===== src/rtl/bp_gateway_io_splitter_pkg.sv =====
// Shared types and defaults for the gateway I/O splitter: processor config
// selector, a compact CCE memory message layout, destination encoding and the
// default host MMIO window.
package bp_gateway_io_splitter_pkg;

  typedef enum logic [1:0] {
    e_bp_single_core_cfg = 2'd0,
    e_bp_dual_core_cfg   = 2'd1
  } bp_params_e;

  localparam int unsigned paddr_width_gp       = 40;
  localparam int unsigned msg_data_width_gp    = 64;
  localparam int unsigned msg_payload_width_gp = 8;

  typedef struct packed {
    logic [3:0]                      msg_type;
    logic [2:0]                      size;
    logic [paddr_width_gp-1:0]       addr;
    logic [msg_payload_width_gp-1:0] payload;
  } bp_cce_mem_msg_header_s;

  typedef struct packed {
    bp_cce_mem_msg_header_s       header;
    logic [msg_data_width_gp-1:0] data;
  } bp_cce_mem_msg_s;

  localparam int unsigned msg_width_gp    = $bits(bp_cce_mem_msg_s);
  // addr sits directly above payload and data in the packed message
  localparam int unsigned msg_addr_lsb_gp = msg_data_width_gp + msg_payload_width_gp;

  typedef enum logic [0:0] {
    e_dest_host = 1'b0,
    e_dest_aux  = 1'b1
  } bp_gateway_io_dest_e;

  localparam logic [paddr_width_gp-1:0] host_base_gp = 40'h00_0010_0000;
  localparam logic [paddr_width_gp-1:0] host_size_gp = 40'h00_0010_0000;

  // Physical address width supplied by each processor configuration.
  function automatic int unsigned paddr_width(input bp_params_e cfg);
    case (cfg)
      e_bp_single_core_cfg: return paddr_width_gp;
      default:              return paddr_width_gp;
    endcase
  endfunction

endpackage


===== src/rtl/bp_gateway_io_splitter_tracker.sv =====
// In-order destination tracker: a circular FIFO of 1-bit destinations.
// With BP_GATEWAY_IO_SPLITTER_ERR_CHECK_EN defined it also reports whether any
// live entry targets the host or the aux device.
module bp_gateway_io_splitter_tracker
  import bp_gateway_io_splitter_pkg::*;
#(
  parameter int unsigned els_p = 4
) (
  input  logic clk_i,
  input  logic reset_i,
  input  logic enq_v_i,
  input  logic enq_dest_i,
  input  logic deq_v_i,
  output logic head_o,
  output logic full_o,
  output logic empty_o
`ifdef BP_GATEWAY_IO_SPLITTER_ERR_CHECK_EN
  ,
  output logic entry_host_o,
  output logic entry_aux_o
`endif
);

  localparam int unsigned ptr_w_lp = $clog2(els_p);

  logic [els_p-1:0]    mem;
  logic [ptr_w_lp-1:0] rd_ptr;
  logic [ptr_w_lp-1:0] wr_ptr;
  logic [ptr_w_lp:0]   count;
  logic                enq;
  logic                deq;

  // Status flags and guarded push/pop strobes.
  always_comb begin
    full_o  = (count == (ptr_w_lp+1)'(els_p));
    empty_o = (count == '0);
    enq     = enq_v_i & ~full_o;
    deq     = deq_v_i & ~empty_o;
    head_o  = mem[rd_ptr];
  end

  // Pointer and occupancy update; pointers wrap naturally at els_p.
  always_ff @(posedge clk_i) begin
    if (reset_i) begin
      rd_ptr <= '0;
      wr_ptr <= '0;
      count  <= '0;
    end else begin
      if (enq) wr_ptr <= wr_ptr + 1'b1;
      if (deq) rd_ptr <= rd_ptr + 1'b1;
      case ({enq, deq})
        2'b10:   count <= count + 1'b1;
        2'b01:   count <= count - 1'b1;
        default: count <= count;
      endcase
    end
  end

  // Destination storage; contents outside the live window are don't-care.
  always_ff @(posedge clk_i) begin
    if (enq) mem[wr_ptr] <= enq_dest_i;
  end

`ifdef BP_GATEWAY_IO_SPLITTER_ERR_CHECK_EN
  logic [ptr_w_lp-1:0] dist;

  // Scan live entries (distance from head below count) for each destination.
  always_comb begin
    entry_host_o = 1'b0;
    entry_aux_o  = 1'b0;
    dist         = '0;
    for (int unsigned i = 0; i < els_p; i++) begin
      dist = ptr_w_lp'(i) - rd_ptr;
      if ({1'b0, dist} < count) begin
        if (mem[i] == e_dest_host) entry_host_o = 1'b1;
        else                       entry_aux_o  = 1'b1;
      end
    end
  end
`endif

endmodule


===== src/rtl/bp_gateway_io_splitter.sv =====
// Address-decoding I/O splitter: routes chip I/O commands to the host MMIO
// device or the aux device and returns responses strictly in command order.
// Optional protocol checking: BP_GATEWAY_IO_SPLITTER_ERR_CHECK_EN.
module bp_gateway_io_splitter
  import bp_gateway_io_splitter_pkg::*;
#(
  parameter bp_params_e                  bp_params_p       = e_bp_single_core_cfg,
  parameter int unsigned                 max_outstanding_p = 4,
  parameter logic [paddr_width_gp-1:0]   host_base_p       = host_base_gp,
  parameter logic [paddr_width_gp-1:0]   host_size_p       = host_size_gp
) (
  input  logic                    clk_i,
  input  logic                    reset_i,

  input  logic [msg_width_gp-1:0] io_cmd_i,
  input  logic                    io_cmd_v_i,
  output logic                    io_cmd_ready_o,

  output logic [msg_width_gp-1:0] io_resp_o,
  output logic                    io_resp_v_o,
  input  logic                    io_resp_yumi_i,

  output logic [msg_width_gp-1:0] host_cmd_o,
  output logic                    host_cmd_v_o,
  input  logic                    host_cmd_ready_i,

  input  logic [msg_width_gp-1:0] host_resp_i,
  input  logic                    host_resp_v_i,
  output logic                    host_resp_yumi_o,

  output logic [msg_width_gp-1:0] aux_cmd_o,
  output logic                    aux_cmd_v_o,
  input  logic                    aux_cmd_ready_i,

  input  logic [msg_width_gp-1:0] aux_resp_i,
  input  logic                    aux_resp_v_i,
  output logic                    aux_resp_yumi_o,

  output logic                    error_o
);

  localparam int unsigned               paddr_width_lp = paddr_width(bp_params_p);
  localparam logic [paddr_width_lp-1:0] host_mask_lp   = ~(host_size_p - 1'b1);

  logic [paddr_width_lp-1:0] cmd_addr;
  bp_gateway_io_dest_e       dest;
  logic                      dest_ready;
  logic                      head;
  logic                      head_host;
  logic                      head_v;
  logic                      full;
  logic                      empty;
  logic                      enq;
  logic                      deq;

  assign cmd_addr = io_cmd_i[msg_addr_lsb_gp +: paddr_width_lp];

  // Destination decode: host window is a naturally aligned power-of-2 region.
  always_comb begin
    dest = ((cmd_addr & host_mask_lp) == host_base_p) ? e_dest_host : e_dest_aux;
  end

  // Command steering; everything is held off while in reset or tracker full.
  always_comb begin
    host_cmd_o     = io_cmd_i;
    aux_cmd_o      = io_cmd_i;
    dest_ready     = (dest == e_dest_host) ? host_cmd_ready_i : aux_cmd_ready_i;
    io_cmd_ready_o = ~reset_i & ~full & dest_ready;
    host_cmd_v_o   = ~reset_i & ~full & io_cmd_v_i & (dest == e_dest_host);
    aux_cmd_v_o    = ~reset_i & ~full & io_cmd_v_i & (dest == e_dest_aux);
    enq            = io_cmd_v_i & io_cmd_ready_o;
  end

  // Response return from whichever device owns the oldest outstanding command.
  always_comb begin
    head_host        = (head == e_dest_host);
    io_resp_o        = head_host ? host_resp_i : aux_resp_i;
    head_v           = head_host ? host_resp_v_i : aux_resp_v_i;
    io_resp_v_o      = ~reset_i & ~empty & head_v;
    host_resp_yumi_o = ~reset_i & ~empty & head_host & io_resp_yumi_i;
    aux_resp_yumi_o  = ~reset_i & ~empty & ~head_host & io_resp_yumi_i;
    deq              = ~reset_i & io_resp_yumi_i;
  end

`ifdef BP_GATEWAY_IO_SPLITTER_ERR_CHECK_EN
  logic entry_host;
  logic entry_aux;
`endif

  bp_gateway_io_splitter_tracker #(
    .els_p(max_outstanding_p)
  ) tracker (
    .clk_i       (clk_i),
    .reset_i     (reset_i),
    .enq_v_i     (enq),
    .enq_dest_i  (dest),
    .deq_v_i     (deq),
    .head_o      (head),
    .full_o      (full),
    .empty_o     (empty)
`ifdef BP_GATEWAY_IO_SPLITTER_ERR_CHECK_EN
    ,
    .entry_host_o(entry_host),
    .entry_aux_o (entry_aux)
`endif
  );

`ifdef BP_GATEWAY_IO_SPLITTER_ERR_CHECK_EN
  logic stray_host;
  logic stray_aux;
  logic bad_yumi;
  logic overflow;
  logic error_r;

  // Protocol violations: orphan responses, yumi without valid, or a command
  // aimed at a device that already owns every tracker slot.
  always_comb begin
    stray_host = host_resp_v_i & ~entry_host;
    stray_aux  = aux_resp_v_i & ~entry_aux;
    bad_yumi   = io_resp_yumi_i & ~io_resp_v_o;
    overflow   = io_cmd_v_i & full &
                 ((dest == e_dest_host) ? (entry_host & ~entry_aux)
                                        : (entry_aux & ~entry_host));
  end

  // Sticky error flag, cleared only by reset.
  always_ff @(posedge clk_i) begin
    if (reset_i)                                              error_r <= 1'b0;
    else if (stray_host | stray_aux | bad_yumi | overflow)    error_r <= 1'b1;
  end

  // Simulation report of each violation with its time.
  always_ff @(posedge clk_i) begin
    if (!reset_i) begin
      if (stray_host) $error("io_splitter: host response with no pending host entry at %0t", $time);
      if (stray_aux)  $error("io_splitter: aux response with no pending aux entry at %0t", $time);
      if (bad_yumi)   $error("io_splitter: io_resp_yumi_i without io_resp_v_o at %0t", $time);
      if (overflow)   $error("io_splitter: command to device with all slots pending at %0t", $time);
    end
  end

  assign error_o = error_r;
`else
  assign error_o = 1'b0;
`endif

endmodule

===== config.mk =====
export PLATFORM = sky130hd
export DESIGN_NAME = bp_gateway_io_splitter
export DESIGN_NICKNAME = d
export VERILOG_FILES = /design/src/rtl/bp_gateway_io_splitter_pkg.sv /design/src/rtl/bp_gateway_io_splitter_tracker.sv /design/src/rtl/bp_gateway_io_splitter.sv
export SDC_FILE = /design/constraint.sdc
export NUM_CORES = 1
export LEC_CHECK = 0
export ABC_AREA = 1
export BUFFER_PORTS_ARGS = -buffer_cell sky130_fd_sc_hd__buf_2
export CAP_MARGIN = 10
export CORE_AREA = 2 2 281 283
export DETAILED_ROUTE_END_ITERATION = 16
export DIE_AREA = 0 0 283 285
export PLACE_DENSITY = 0.3
export SYNTH_ARGS = -nofsm -noshare
export SYNTH_HDL_FRONTEND = slang
export SYNTH_SLANG_ARGS = --single-unit

===== constraint.sdc =====
create_clock -name clk_i -period 1.8 [get_ports clk_i]
set_input_delay 0.27 -clock clk_i [delete_from_list [all_inputs] [get_ports clk_i]]
set_output_delay 0.27 -clock clk_i [all_outputs]
set_load 0.05 [all_outputs]

==> summary.md <==
| Metric | Value |
|---|---|
| Internal power | approximately 1.9 mW |
| Max Cap Viol | 0 |
| Core area | approximately 80000 sq um |
| Global-route met1 utilization | 0.0690 |
| CTS sink cnt | 11 |
| WP data arrival | roughly 1800 ps |
| Outcome | finished, violations left |
| Adder-cell share of the synthesized area | 0.0199 |
| Syn Nets | about 1.1k |
| DRC | 0 |
| Main combinational cell family by area after synthesis | buffers and inverters |
| # setup viols final | about 120 |
| DP HPWL | roughly 19000 um |
| Antenna violations before repair | 1 |
| Max Slew Vio Count | 0 |
| Pleak | 4.41 nW |
| Routed wire length | ~25000 um |
| Total grt overflow | 0 |
| Post-synth EDFFs | 4 |
| Pwr dens | roughly 460 nW/um^2 |
| Fmax | 495 MHz |
| Number of placed I/O pins | ~730 |
| Unrepaired setup endpoints after global routing | yes |
| Via count | roughly 5.2k |
| Most frequent cells after synthesis | 378 x nand2_1, 247 x buf_4, 24 x nor2_1 |
| Port Buf Inserts | 430 |
| 1st-pass router iterations | 4 |
| Sw frac | 0.522 |
| Min Tclk post-route | slightly above 2000 ps |
| Most common flop cell mapped by yosys | dfxtp_1 |
| Sequential area share after synthesis | 0.0628 |
| Total CTS buffers | 3 |
| P&R area growth vs syn | 111% |
| Final design utilization | 0.112 |
| Die area | between 80000 and 90000 sq um |
| Share of power burned in combinational logic | 0.831 |
| Final net count | roughly 1.4k |
| Worst-Skew Late Latency | between 200 and 250 ps |
| Most area-consuming cells after synthesis | buf_4 45%, nand2_1 34%, dfxtp_1 3.4%, edfxtp_1 2.9%, buf_6 2.7% |
| Clock Power Share | 0.100 |
| Crit Path Max Fanout | 11 |
| Layout cells sized above 1 | 0.675 |
| Synth unique cells | 24 |
| Clock Skews | roughly 0.74 ps |
| Mean post-synth cell area | 5.59 sq um |
| Setup_tns | -18630 ps |
| TritonCTS clock tree | built |
| Synth async-reset ratio | 0 |
| Hold crit path type | flop to flop |
| Worst Path Required | 1530 ps |
| Share of the cycle needed by the critical path after routing | 1.12 |
| Met2 GRT Util | 0.0872 |
| Hold Vio Cnt, Final | 0 |
| GRT Total Usage | 0.0564 |
| RePlAce Congestion | between 0.7 and 0.8 |
| Die X | about 280 um |
| Failing checks | setup timing |
| CP startpoint kind | flop |
| Die Ht | approximately 290 um |
| CTS H-tree depth | 1 |
| Max IR drop VDD | 240 uV |
| Net Switching | 2.11 mW |
| Mux cell area share after synthesis | 0 |
| Vias in the first global route | roughly 5.3k |
| Synthesized area | 4150 sq um |
| Starting Density | 0.0532 |
| Largest net degree at the start of global routing | 24 |
| WL/cell | around 12 um |
| Avg Vias per Cell | around 2.5 |
| Register area | ~260 sq um |
| Met3 Use GR | 0.0253 |
| Remaining antenna violation count | 0 |
| Most used routing layer | met2 |
| Final worst slack | -221 ps |
| First-pass GRT wire length | 33900 um |
| Area of the multi-input gates | 2400 sq um |
| Element type at the critical path end | output pin |
| Simple logic cell fraction of the synthesized area | 0.391 |
| Top-area cell type share of the netlist area | 0.447 |
| Yosys warning total | 0 |
| DR iter-0 viols | 112 |
| FP Rows | between 100 and 150 |
| Mapped Cells | roughly 740 |
| # fillers | approximately 9.0k |
| Yosys reg bits | 11 |
| Post-synthesis xor/xnor area fraction | 0 |
| Clock root cell | clkbuf_16 |
| Seq pwr share | 0.069 |
| CP Class | flop to output pin |
| Max clock buf depth | 2 |
| Most frequent cell after synthesis | nand2_1 |
| Post-synth top area cell | buf_4 |
| Synth Area in Compound Gates | 0.0181 |
| Reg clk slew, reported paths | about 40 ps |
-- final timing paths --
kind                     startpoint               end  slack, ps  depth (start not counted)
setup / recovery  tracker.rd_ptr[0]     io_resp_o[27]       -220                         11
hold / removal     tracker.count[0]  tracker.count[0]        430                          1
setup reg to reg   tracker.count[1]  tracker.count[2]       -110                         13
hold reg to reg    tracker.count[0]  tracker.count[0]        430                          1
-- sequential cells by signal (all words and copies together) (netlist names) --
| name | count |
|---|---|
| tracker.wr_ptr | 2 |
| tracker.count | 3 |
| tracker.mem | 4 |
| tracker.rd_ptr | 2 |
-- power groups by stage --
| stage | sequential (mW) | clock [mW] | combinational, mW |
|---|---|---|---|
| 5_1_grt | 0.281 | 0.436 | 3.55 |
| 2_1_floorplan | 0.279 | 0 | 2.77 |
| 4_1_cts | 0.277 | 0.415 | 3.32 |
| 3_3_place_gp | 0.281 | 0 | 2.59 |
| 3_5_place_dp | 0.281 | 0 | 2.57 |
| 6_report | 0.279 | 0.405 | 3.36 |
-- critical path, cell delays in order, from the launching register on --
cell and delay (ps):
dfxtp_2 340, inv_2 90, nand2_2 60, nand3_2 70, nand2_4 80, buf_12 160
buf_12 140, inv_16 90, buf_12 140, nand2_1 80, nand2_2 110, buf_8 150
-- repair_timing --
action	4_1_cts	5_1_grt
gates resized for setup	420	71
hold buffers	0	0
cloned	11	2
buffers inserted	16	7
pin swaps	32	24
setup endpoints to repair	127	127
-- final cells by class --
class / instances / share of cell area
Multi-Input combinational cell: 440 / 0.274
Clock buffer: 4 / 0.00900
Timing Repair Buffer: 527 / 0.521
Sequential cell: 11 / 0.0302
Antenna cell: 1 / 0.000286
Tap cell: 1050 / 0.150
Inverter: 26 / 0.0136
Timing Repair inverter: 1 / 0.00229
-- cell families (layout without fill, tap and decap cells) --
logic type / Yosys count / count (layout)
and+or+nand+nor: 418 / 418
adders and majority gates: 6 / 6
buffers and inverters: 291 / 558
other: 1 / 2
DFF: 11 / 11
AOI/OAI and AO/OA: 15 / 15
-- cells in the final DEF (no fill, tap or decap), types with 2 or more instances in the layout --
cell type / Yosys / routed
nand2_2: 2 / 78
a21oi_2: 0 / 3
o21ai_0: 6 / 3
a21oi_1: 8 / 5
inv_2: 3 / 3
buf_12: 0 / 37
inv_1: 23 / 20
nor2_1: 24 / 14
nand2_4: 0 / 38
nand3_1: 6 / 4
clkbuf_16: 0 / 5
nand2_1: 378 / 263
inv_4: 0 / 2
nand4_1: 2 / 2
dfxtp_2: 0 / 3
nand3_4: 1 / 2
buf_2: 8 / 302
dfxtp_1: 7 / 4
nor2_2: 1 / 5
edfxtp_1: 4 / 4
o21ai_1: 1 / 2
buf_6: 10 / 100
ha_1: 5 / 4
nand3_2: 1 / 2
buf_4: 247 / 43
buf_8: 0 / 30
buf_16: 0 / 13
nor2_4: 1 / 7
inv_16: 0 / 2
-- metrics by stage --
stage               hold WS [ps]  instances  setup WS (ps)  power [mW]  instance area (sq um)
floorplan                    442        742          -60.7        3.05                   4160
global placement             463       2019           -397        2.87                   6520
detailed placement           463       2019           -427        2.85                   6520
CTS                          475       2050           -245        4.01                   8390
global route                 464       2060           -315        4.27                   8760
finish                       434       2060           -221        4.05                   8760
-- layer usage --
layer,up-vias,wire length [um]
met5,-,49
met4,2,861
met2,482,10400
met3,40,2910
met1,2174,10400
li1,2518,-
Power figures use the tool's default switching activity.
